===== config.mk =====
export PLATFORM = sky130hd
export DESIGN_NAME = uart_rx_ctrl
export DESIGN_NICKNAME = d
export VERILOG_FILES = /design/src/rtl/uart_rx_ctrl.sv
export SDC_FILE = /design/constraint.sdc
export NUM_CORES = 1
export LEC_CHECK = 0
export CAP_MARGIN = 10
export CORE_ASPECT_RATIO = 1.25
export CORE_UTILIZATION = 52
export CTS_BUF_LIST = sky130_fd_sc_hd__clkbuf_8 sky130_fd_sc_hd__clkbuf_16
export CTS_CLUSTER_SIZE = 40
export DETAILED_ROUTE_END_ITERATION = 8
export PLACE_DENSITY = 0.77
export SETUP_SLACK_MARGIN = 0.1
export SLEW_MARGIN = 20
export SYNTH_ARGS = -nofsm -noshare
export SYNTH_HDL_FRONTEND = slang
export SYNTH_SLANG_ARGS = --single-unit

===== constraint.sdc =====
create_clock -name clk -period 2.52 [get_ports clk]
set_clock_uncertainty 0.2 [all_clocks]
set_input_delay 0.63 -clock clk [delete_from_list [all_inputs] [get_ports clk]]
set_output_delay 0.63 -clock clk [all_outputs]
set_load 0.1 [all_outputs]

===== src/rtl/uart_rx_ctrl.sv =====
// uart_rx_ctrl: configuration shadowing and frame buffering for a UART receiver.
// Host config writes are held in a shadow and applied only between frames.
// Completed frames and their error flags go into a small fall-through FIFO,
// alongside sticky overrun and a saturating error counter.
module uart_rx_ctrl #(
  parameter int DATA_WIDTH       = 8,
  parameter int FIFO_DEPTH       = 4,
  parameter int PRESCALE_DEFAULT = 8
) (
  input  logic                  clk,
  input  logic                  rst,
  input  logic                  cfg_wr,
  input  logic [4:0]            cfg_prescale,
  input  logic                  cfg_par_en,
  input  logic                  cfg_par_typ,
  input  logic                  cfg_rx_en,
  input  logic                  rx_busy,
  input  logic [DATA_WIDTH-1:0] rx_data,
  input  logic                  rx_data_valid,
  input  logic                  rx_par_err,
  input  logic                  rx_stp_err,
  output logic [4:0]            rx_prescale,
  output logic                  rx_par_en,
  output logic                  rx_par_typ,
  output logic                  rx_enable,
  input  logic                  rd_en,
  output logic [DATA_WIDTH-1:0] rd_data,
  output logic [1:0]            rd_err,
  output logic                  fifo_empty,
  output logic                  fifo_full,
  output logic                  overrun,
  input  logic                  clr_status,
  output logic [7:0]            err_cnt,
  output logic                  cfg_pending
);

  localparam int AW = (FIFO_DEPTH > 1) ? $clog2(FIFO_DEPTH) : 1;
  localparam int EW = DATA_WIDTH + 2;

  typedef enum logic [1:0] {
    ST_OFF   = 2'd0,
    ST_IDLE  = 2'd1,
    ST_BUSY  = 2'd2,
    ST_APPLY = 2'd3
  } state_t;

  state_t state_q, state_d;

  // Shadow (requested) configuration
  logic [4:0] sh_prescale_q;
  logic       sh_par_en_q;
  logic       sh_par_typ_q;
  logic       sh_rx_en_q;
  logic       pending_q, pending_d;

  // Active configuration driven to the receiver
  logic [4:0] act_prescale_q;
  logic       act_par_en_q;
  logic       act_par_typ_q;

  // FIFO pointers carry one extra wrap bit to tell full from empty
  logic [AW:0]   wr_ptr_q, rd_ptr_q;
  logic [EW-1:0] mem_rd [FIFO_DEPTH];
  logic [EW-1:0] head;
  logic          empty, full;
  logic          push, pop, drop;
  logic          count_err;

  logic       overrun_q, overrun_d;
  logic [7:0] err_cnt_q, err_cnt_d;

  // Shadow registers capture every host write, including one during APPLY
  always_ff @(posedge clk or posedge rst) begin
    if (rst) begin
      sh_prescale_q <= 5'(PRESCALE_DEFAULT);
      sh_par_en_q   <= 1'b0;
      sh_par_typ_q  <= 1'b0;
      sh_rx_en_q    <= 1'b0;
    end else if (cfg_wr) begin
      sh_prescale_q <= cfg_prescale;
      sh_par_en_q   <= cfg_par_en;
      sh_par_typ_q  <= cfg_par_typ;
      sh_rx_en_q    <= cfg_rx_en;
    end
  end

  // Pending flag: a write always re-arms it, even one landing in APPLY
  always_comb begin
    pending_d = pending_q;
    if (cfg_wr) begin
      pending_d = 1'b1;
    end else if (state_q == ST_APPLY) begin
      pending_d = 1'b0;
    end
  end

  // State, pending flag and active config registers
  always_ff @(posedge clk or posedge rst) begin
    if (rst) begin
      state_q        <= ST_OFF;
      pending_q      <= 1'b0;
      act_prescale_q <= 5'(PRESCALE_DEFAULT);
      act_par_en_q   <= 1'b0;
      act_par_typ_q  <= 1'b0;
    end else begin
      state_q   <= state_d;
      pending_q <= pending_d;
      // APPLY copies the shadow as it stood before any same-cycle write
      if (state_q == ST_APPLY) begin
        act_prescale_q <= sh_prescale_q;
        act_par_en_q   <= sh_par_en_q;
        act_par_typ_q  <= sh_par_typ_q;
      end
    end
  end

  // Next-state logic; a starting frame takes priority over a pending apply
  always_comb begin
    state_d = state_q;
    case (state_q)
      ST_OFF: begin
        if (pending_q) state_d = ST_APPLY;
      end
      ST_IDLE: begin
        if (rx_busy)        state_d = ST_BUSY;
        else if (pending_q) state_d = ST_APPLY;
      end
      ST_BUSY: begin
        // Completed frame or aborted frame both end the busy window
        if (rx_data_valid || !rx_busy) state_d = ST_IDLE;
      end
      ST_APPLY: begin
        state_d = sh_rx_en_q ? ST_IDLE : ST_OFF;
      end
      default: state_d = ST_OFF;
    endcase
  end

  assign rx_enable   = (state_q == ST_IDLE) || (state_q == ST_BUSY);
  assign rx_prescale = act_prescale_q;
  assign rx_par_en   = act_par_en_q;
  assign rx_par_typ  = act_par_typ_q;
  assign cfg_pending = pending_q;

  // FIFO control: a pop frees the slot a simultaneous push needs when full
  assign empty     = (wr_ptr_q == rd_ptr_q);
  assign full      = (wr_ptr_q[AW] != rd_ptr_q[AW]) &&
                     (wr_ptr_q[AW-1:0] == rd_ptr_q[AW-1:0]);
  assign pop       = rd_en && !empty;
  assign push      = rx_data_valid && (!full || pop);
  assign drop      = rx_data_valid && full && !pop;
  assign count_err = push && (rx_par_err || rx_stp_err);

  // Storage entries, one register per slot, written only when addressed
  for (genvar gi = 0; gi < FIFO_DEPTH; gi++) begin : g_slot
    logic [EW-1:0] entry_q;

    // Slot write; contents need no reset since pointers gate visibility
    always_ff @(posedge clk) begin
      if (push && (wr_ptr_q[AW-1:0] == AW'(gi))) begin
        entry_q <= {rx_stp_err, rx_par_err, rx_data};
      end
    end

    assign mem_rd[gi] = entry_q;
  end

  assign head       = mem_rd[rd_ptr_q[AW-1:0]];
  assign rd_data    = head[DATA_WIDTH-1:0];
  assign rd_err     = head[EW-1:DATA_WIDTH];
  assign fifo_empty = empty;
  assign fifo_full  = full;

  // FIFO pointer registers
  always_ff @(posedge clk or posedge rst) begin
    if (rst) begin
      wr_ptr_q <= '0;
      rd_ptr_q <= '0;
    end else begin
      if (push) wr_ptr_q <= wr_ptr_q + 1'b1;
      if (pop)  rd_ptr_q <= rd_ptr_q + 1'b1;
    end
  end

  // Status next-state: a new event in the clearing cycle survives the clear
  always_comb begin
    overrun_d = overrun_q;
    err_cnt_d = err_cnt_q;
    if (drop)            overrun_d = 1'b1;
    else if (clr_status) overrun_d = 1'b0;

    if (count_err) begin
      if (clr_status)              err_cnt_d = 8'd1;
      else if (err_cnt_q != 8'hFF) err_cnt_d = err_cnt_q + 8'd1;
    end else if (clr_status) begin
      err_cnt_d = 8'd0;
    end
  end

  // Status registers
  always_ff @(posedge clk or posedge rst) begin
    if (rst) begin
      overrun_q <= 1'b0;
      err_cnt_q <= 8'd0;
    end else begin
      overrun_q <= overrun_d;
      err_cnt_q <= err_cnt_d;
    end
  end

  assign overrun = overrun_q;
  assign err_cnt = err_cnt_q;

endmodule


# Word level (Yosys, flattened, before mapping)

Index checks and enable logic that the tools add are counted.

$add $sub $neg: 3
Order comparisons: 1
Eq/ne operators: 11
Muxes and demuxes: 16
Bitwise operators: 1
Reductions and logical operators: 25

Operators with widths:

| cell                | count |
|---|---|
| $mux 8              | 4 |
| $bmux 10 s2         | 1 |
| $mux 10             | 2 |
| $logic_and 1x1->1   | 10 |
| $add 8x1->8 const B | 1 |
| $eq 2x2->1 const B  | 4 |
| $ne 8x8->1 const B  | 1 |
| $pmux 2 s4          | 1 |
| $reduce_bool 2->1   | 4 |
| $add 3x1->3 const B | 2 |
| $mux 2              | 3 |
| $mux 1              | 5 |
| $eq 2x1->1 const B  | 2 |
| $logic_not 1->1     | 4 |
| $logic_not 2->1     | 2 |
| $logic_or 1x1->1    | 4 |
| $eq 3x3->1          | 1 |
| $ge 3x3->1 const B  | 1 |
| $not 2->3           | 1 |
| $eq 2x2->1          | 1 |
| $ne 2x2->1 const B  | 1 |
| $reduce_and 2->1    | 1 |
| $ne 1x1->1          | 1 |

Register bits after elaboration: 73
Bits of input ports: 25
Output and inout port bits: 30

# Depth between registers and ports, before layout

Depth in word-level cells: 8
Depth in mapped cells: 6

# Worst setup path before layout

No wires, ideal clock.

Path kind: reg-to-output
From: register rd_ptr_q[1]
To: output port fifo_empty
Arrival: 2.026 ns
Data required time: 1.690 ns
Setup slack: -0.336 ns
Stages on the path, launching flop included: 4
Cell sequence: dfrtp_1 -> xnor2_1 -> nand2_1 -> nor2_1

Longest elaborated chain between the ends: 1

Ends and longest elaborated chain:

| what                   | RTL line | RTL |
|---|---|---|
| from (decl)            | 62       | `logic [AW:0] wr_ptr_q, rd_ptr_q;` |
| from (signal assigned) | 181      | `if (pop) rd_ptr_q <= rd_ptr_q + 1'b1;` |
| $eq 3x3->1             | 146      | `assign empty = (wr_ptr_q == rd_ptr_q);` |
| to (decl)              | 29       | `output logic fifo_empty,` |

Every way passes these cells.

# Worst setup path after layout

From: register rd_ptr_q[0]
To: output port rd_data[5]

Longest elaborated chain between the ends: 4

Ends and longest elaborated chain:

| what                                       | RTL line | RTL |
|---|---|---|
| $not 2->3 (implied by the code)            | 168      | `assign head = mem_rd[rd_ptr_q[AW-1:0]];` |
| $bmux 10 s2                                | 168      |  |
| $mux 10 (implied by the code) (2 in a row) | 168      |  |
| to (decl)                                  | 27       | `output logic [DATA_WIDTH-1:0] rd_data,` |

Every way passes these cells. The select of a mux whose other input is x is not followed.

==> flow_summary.json <==
{
  "synth-simple-area-share_pct": 5.727,
  "synth_sequential_area_ratio_pct": 65.88,
  "top_level_ports": 55,
  "count_of_final_max_slew_check_failures": 0,
  "place.detailed.instances": 323,
  "critical_path.top_delay_family": "multiplexers",
  "route.antenna.remaining_nets": 0,
  "wirelength_um": 5672,
  "vias": 1912,
  "min_period_ns": 2.478,
  "number_of_enable_type_register_cells_in_the_synthesized_netlist": 40,
  "synthesis.instances": 196,
  "die-width_um": 70.84,
  "placed_wire_length_estimate_um": 3902,
  "status": "finished with violations",
  "fraction_of_final_layout_cells_with_drive_strength_greater_than_1_pct": 35.04,
  "synthAdderAreaFrac_pct": 4.062,
  "crit_path_start_kind": "register",
  "slew_headroom_pct": 66.98,
  "violations": "design-rule violations",
  "cts.sink_count": 73,
  "drt-pass1-iter-count": 9,
  "timing.critical_path.fanout_max": 6,
  "vert_die_dim_um": 88.05,
  "cpMaxStageDelayCell": "sky130_fd_sc_hd__mux4_2",
  "yosys-mux-area-fraction_pct": 13.89,
  "antenna_cells": 0,
  "cts-htree-levels": 3,
  "most-common-layout-cells": "40 x sky130_fd_sc_hd__edfxtp_1, 28 x sky130_fd_sc_hd__dfrtp_1, 27 x sky130_fd_sc_hd__buf_4, 24 x sky130_fd_sc_hd__clkdlybuf4s50_1, 18 x sky130_fd_sc_hd__mux2_2",
  "detail_route.wl_per_cell_um": 16.68,
  "worst-slew-pin-transition_ns": 0.4901,
  "globalRoute.totalOverflow": 0,
  "critPathCaptureType": "primary output",
  "max-cap-violations": 0,
  "cell_by_cell_listing_of_the_critical_path": "buf_8 > mux4_2 > buf_12",
  "portBuffers": 54,
  "slowest_stage_delay_on_critical_path_ns": 0.54,
  "synth_compound_gate_area_share_pct": 6.011,
  "totalNegativeSetupSlack_ns": 0,
  "first_global_vias": 1889,
  "combinational_family_with_the_most_area_after_synthesis": "multiplexers",
  "die_area_mm2": 0.006237,
  "timing_hold_violations_final": 0,
  "fin_nets": 304,
  "worstSetupPathType": "register to primary output",
  "drc_errors": 2,
  "row_count": 31,
  "grt_start_max_net_pins": 34,
  "cell_area_after_synthesis_mm2": 0.003080,
  "timing.critical_path.arrival_ns": 1.65,
  "fp.coreArea_mm2": 0.005741,
  "grt_antenna_before_repair": 0,
  "asyncSetResetFlopFracSynth_pct": 45.21,
  "grt_pass1_wl_um": 9121,
  "worst_ep_required_time_ns": 1.69,
  "finalSetupViolations": 0,
  "timing.critical_path.buf_inv": 2,
  "ys.warnings.count": 0,
  "syn_area_per_cell_um2": 15.72,
  "initial_utilization_pct": 53.66,
  "cts_tree": "yes",
  "hp-class": "register to register",
  "final-instance-count-excl-fill": 340,
  "grt_setup_unrepaired": "yes",
  "synth-seq-cells": 73,
  "hold_slack_ns": 0.3045,
  "cts_hold_repair.buffers": 0,
  "final_design_area_no_fill_mm2": 0.004130,
  "cts.path.max_buffers": 2,
  "net_count_after_synthesis": 231,
  "dpl-instance-area_mm2": 0.003909,
  "area_delta_synth_final_pct": 34.08,
  "post_synth_num_cell_types": 37,
  "vias_per_cell": 5.624,
  "gpl.final_weighted_congestion": 0.8163,
  "detailedRoute.firstIterationViolations": 104,
  "ys.flop_type": "sky130_fd_sc_hd__edfxtp_1",
  "cts_made_buffers": 9,
  "worst_skew_pair.late_latency_ns": 0.34,
  "path_clk_slew_ns": 0.07,
  "grt_util_all_layers_pct": 19.75,
  "mostFrequentLayoutCell": "sky130_fd_sc_hd__edfxtp_1",
  "xor_xnor_cell_area_share_of_the_yosys_netlist_pct": 1.990,
  "final_min_period_over_clock_period_pct": 98.32,
  "cts_root_buffer": "sky130_fd_sc_hd__clkbuf_8",
  "timing.fmax_mhz": 403.6
}
-- what timing repair did --
action                                  CTS  global route
endpoints found under the setup margin   12            12
resized for setup                         4             2
buffers inserted                          1             0
-- path summary, 6_finish.rpt --
| check | startpoint | end | slack [ns] | depth (start not counted) |
|---|---|---|---|---|
| worst max register to register | state_q[0]$_DFFE_PP0P_ | state_q[0]$_DFFE_PP0P_ | 0.51 | 4 |
| worst min-delay path | sh_par_typ_q$_DFFE_PP0P_ | sh_par_typ_q$_DFFE_PP0P_ | 0.30 | 1 |
| max in group asynchronous | rst | sh_prescale_q[3]$_DFFE_PP1P_ | 1.32 | 3 |
| worst min register to register | sh_par_typ_q$_DFFE_PP0P_ | sh_par_typ_q$_DFFE_PP0P_ | 0.30 | 1 |
| worst max-delay path | rd_ptr_q[0]$_DFFE_PP0P_ | rd_data[5] | 0.04 | 3 |
| min in group asynchronous | rst | rx_prescale[1]$_DFFE_PP0N_ | 0.48 | 3 |
-- through the flow --
step           util [%]  setup slack, ns
2_1_floorplan         -           0.1159
3_3_place_gp      68.09          0.09627
3_5_place_dp      68.09          0.05293
4_1_cts           71.82          0.01814
5_1_grt           71.95         -0.02250
6_report          71.95          0.04233
-- worst register-to-register path, cell delays in order, from the launching register on --
cell and delay, ns:
sky130_fd_sc_hd__dfrtp_1 0.43, sky130_fd_sc_hd__ha_1 0.37, sky130_fd_sc_hd__a211oi_1 0.37, sky130_fd_sc_hd__o21ai_0 0.16
sky130_fd_sc_hd__a221o_1 0.37
-- logic make-up (layout without fill, tap and decap cells) --
family,Yosys count,count (layout)
AND/OR/NAND/NOR,32,32
AO/OA/AOI/OAI,27,27
XOR/XNOR,7,7
adder cells (fa/ha/maj),10,10
flip-flops,73,73
multiplexers,28,28
buffers and inverters,19,97
-- registers in the layout, summed over array words and instances (netlist names) --
signal	cells
g_slot.entry_q	40
err_cnt	8
rx_prescale	5
sh_prescale_q	5
rd_ptr_q	3
wr_ptr_q	3
state_q	2
cfg_pending	1
overrun	1
rx_par_en	1
rx_par_typ	1
sh_par_en_q	1
sh_par_typ_q	1
sh_rx_en_q	1
-- synth_stat cells (3+ instances only) --
master / number / share of area, %
sky130_fd_sc_hd__and2_1: 4 / 0.81
sky130_fd_sc_hd__buf_2: 3 / 0.49
sky130_fd_sc_hd__edfxtp_1: 40 / 39
sky130_fd_sc_hd__o31ai_1: 3 / 0.73
sky130_fd_sc_hd__clkbuf_1: 4 / 0.49
sky130_fd_sc_hd__o21ai_0: 6 / 0.97
sky130_fd_sc_hd__nand2_1: 4 / 0.49
sky130_fd_sc_hd__dfrtp_1: 31 / 25
sky130_fd_sc_hd__nand3_1: 4 / 0.65
sky130_fd_sc_hd__a21oi_1: 6 / 0.97
sky130_fd_sc_hd__ha_1: 10 / 4.1
sky130_fd_sc_hd__or4_1: 3 / 0.73
sky130_fd_sc_hd__mux2_2: 18 / 6.6
sky130_fd_sc_hd__xnor2_1: 5 / 1.4
sky130_fd_sc_hd__nor2_1: 4 / 0.49
sky130_fd_sc_hd__and3_1: 4 / 0.81
sky130_fd_sc_hd__inv_1: 12 / 1.5
sky130_fd_sc_hd__mux4_2: 10 / 7.3
-- routing by layer --
| metal | wire (µm) | GRT usage (%) |
|---|---|---|
| met1 | 2418 | 24.37 |
| met2 | 2883 | 32.34 |
| met3 | 261 | 5.063 |
| met4 | 109 | 10.55 |
| met5 | 0 | 0 |
-- cell type report --
cell class	instances	area, µm²
clock inverter	7	62.56
clock buffer	9	123.9
tap	66	82.58
multi-input combinational	104	993.5
sequential	73	2033
fill	365	1610
inverter	12	45.04
timing repair buffer	69	789.5
Power is left out: the tool's default activity adds up to more than one toggle a clock period on the data nets, which glitch-free logic cannot reach.
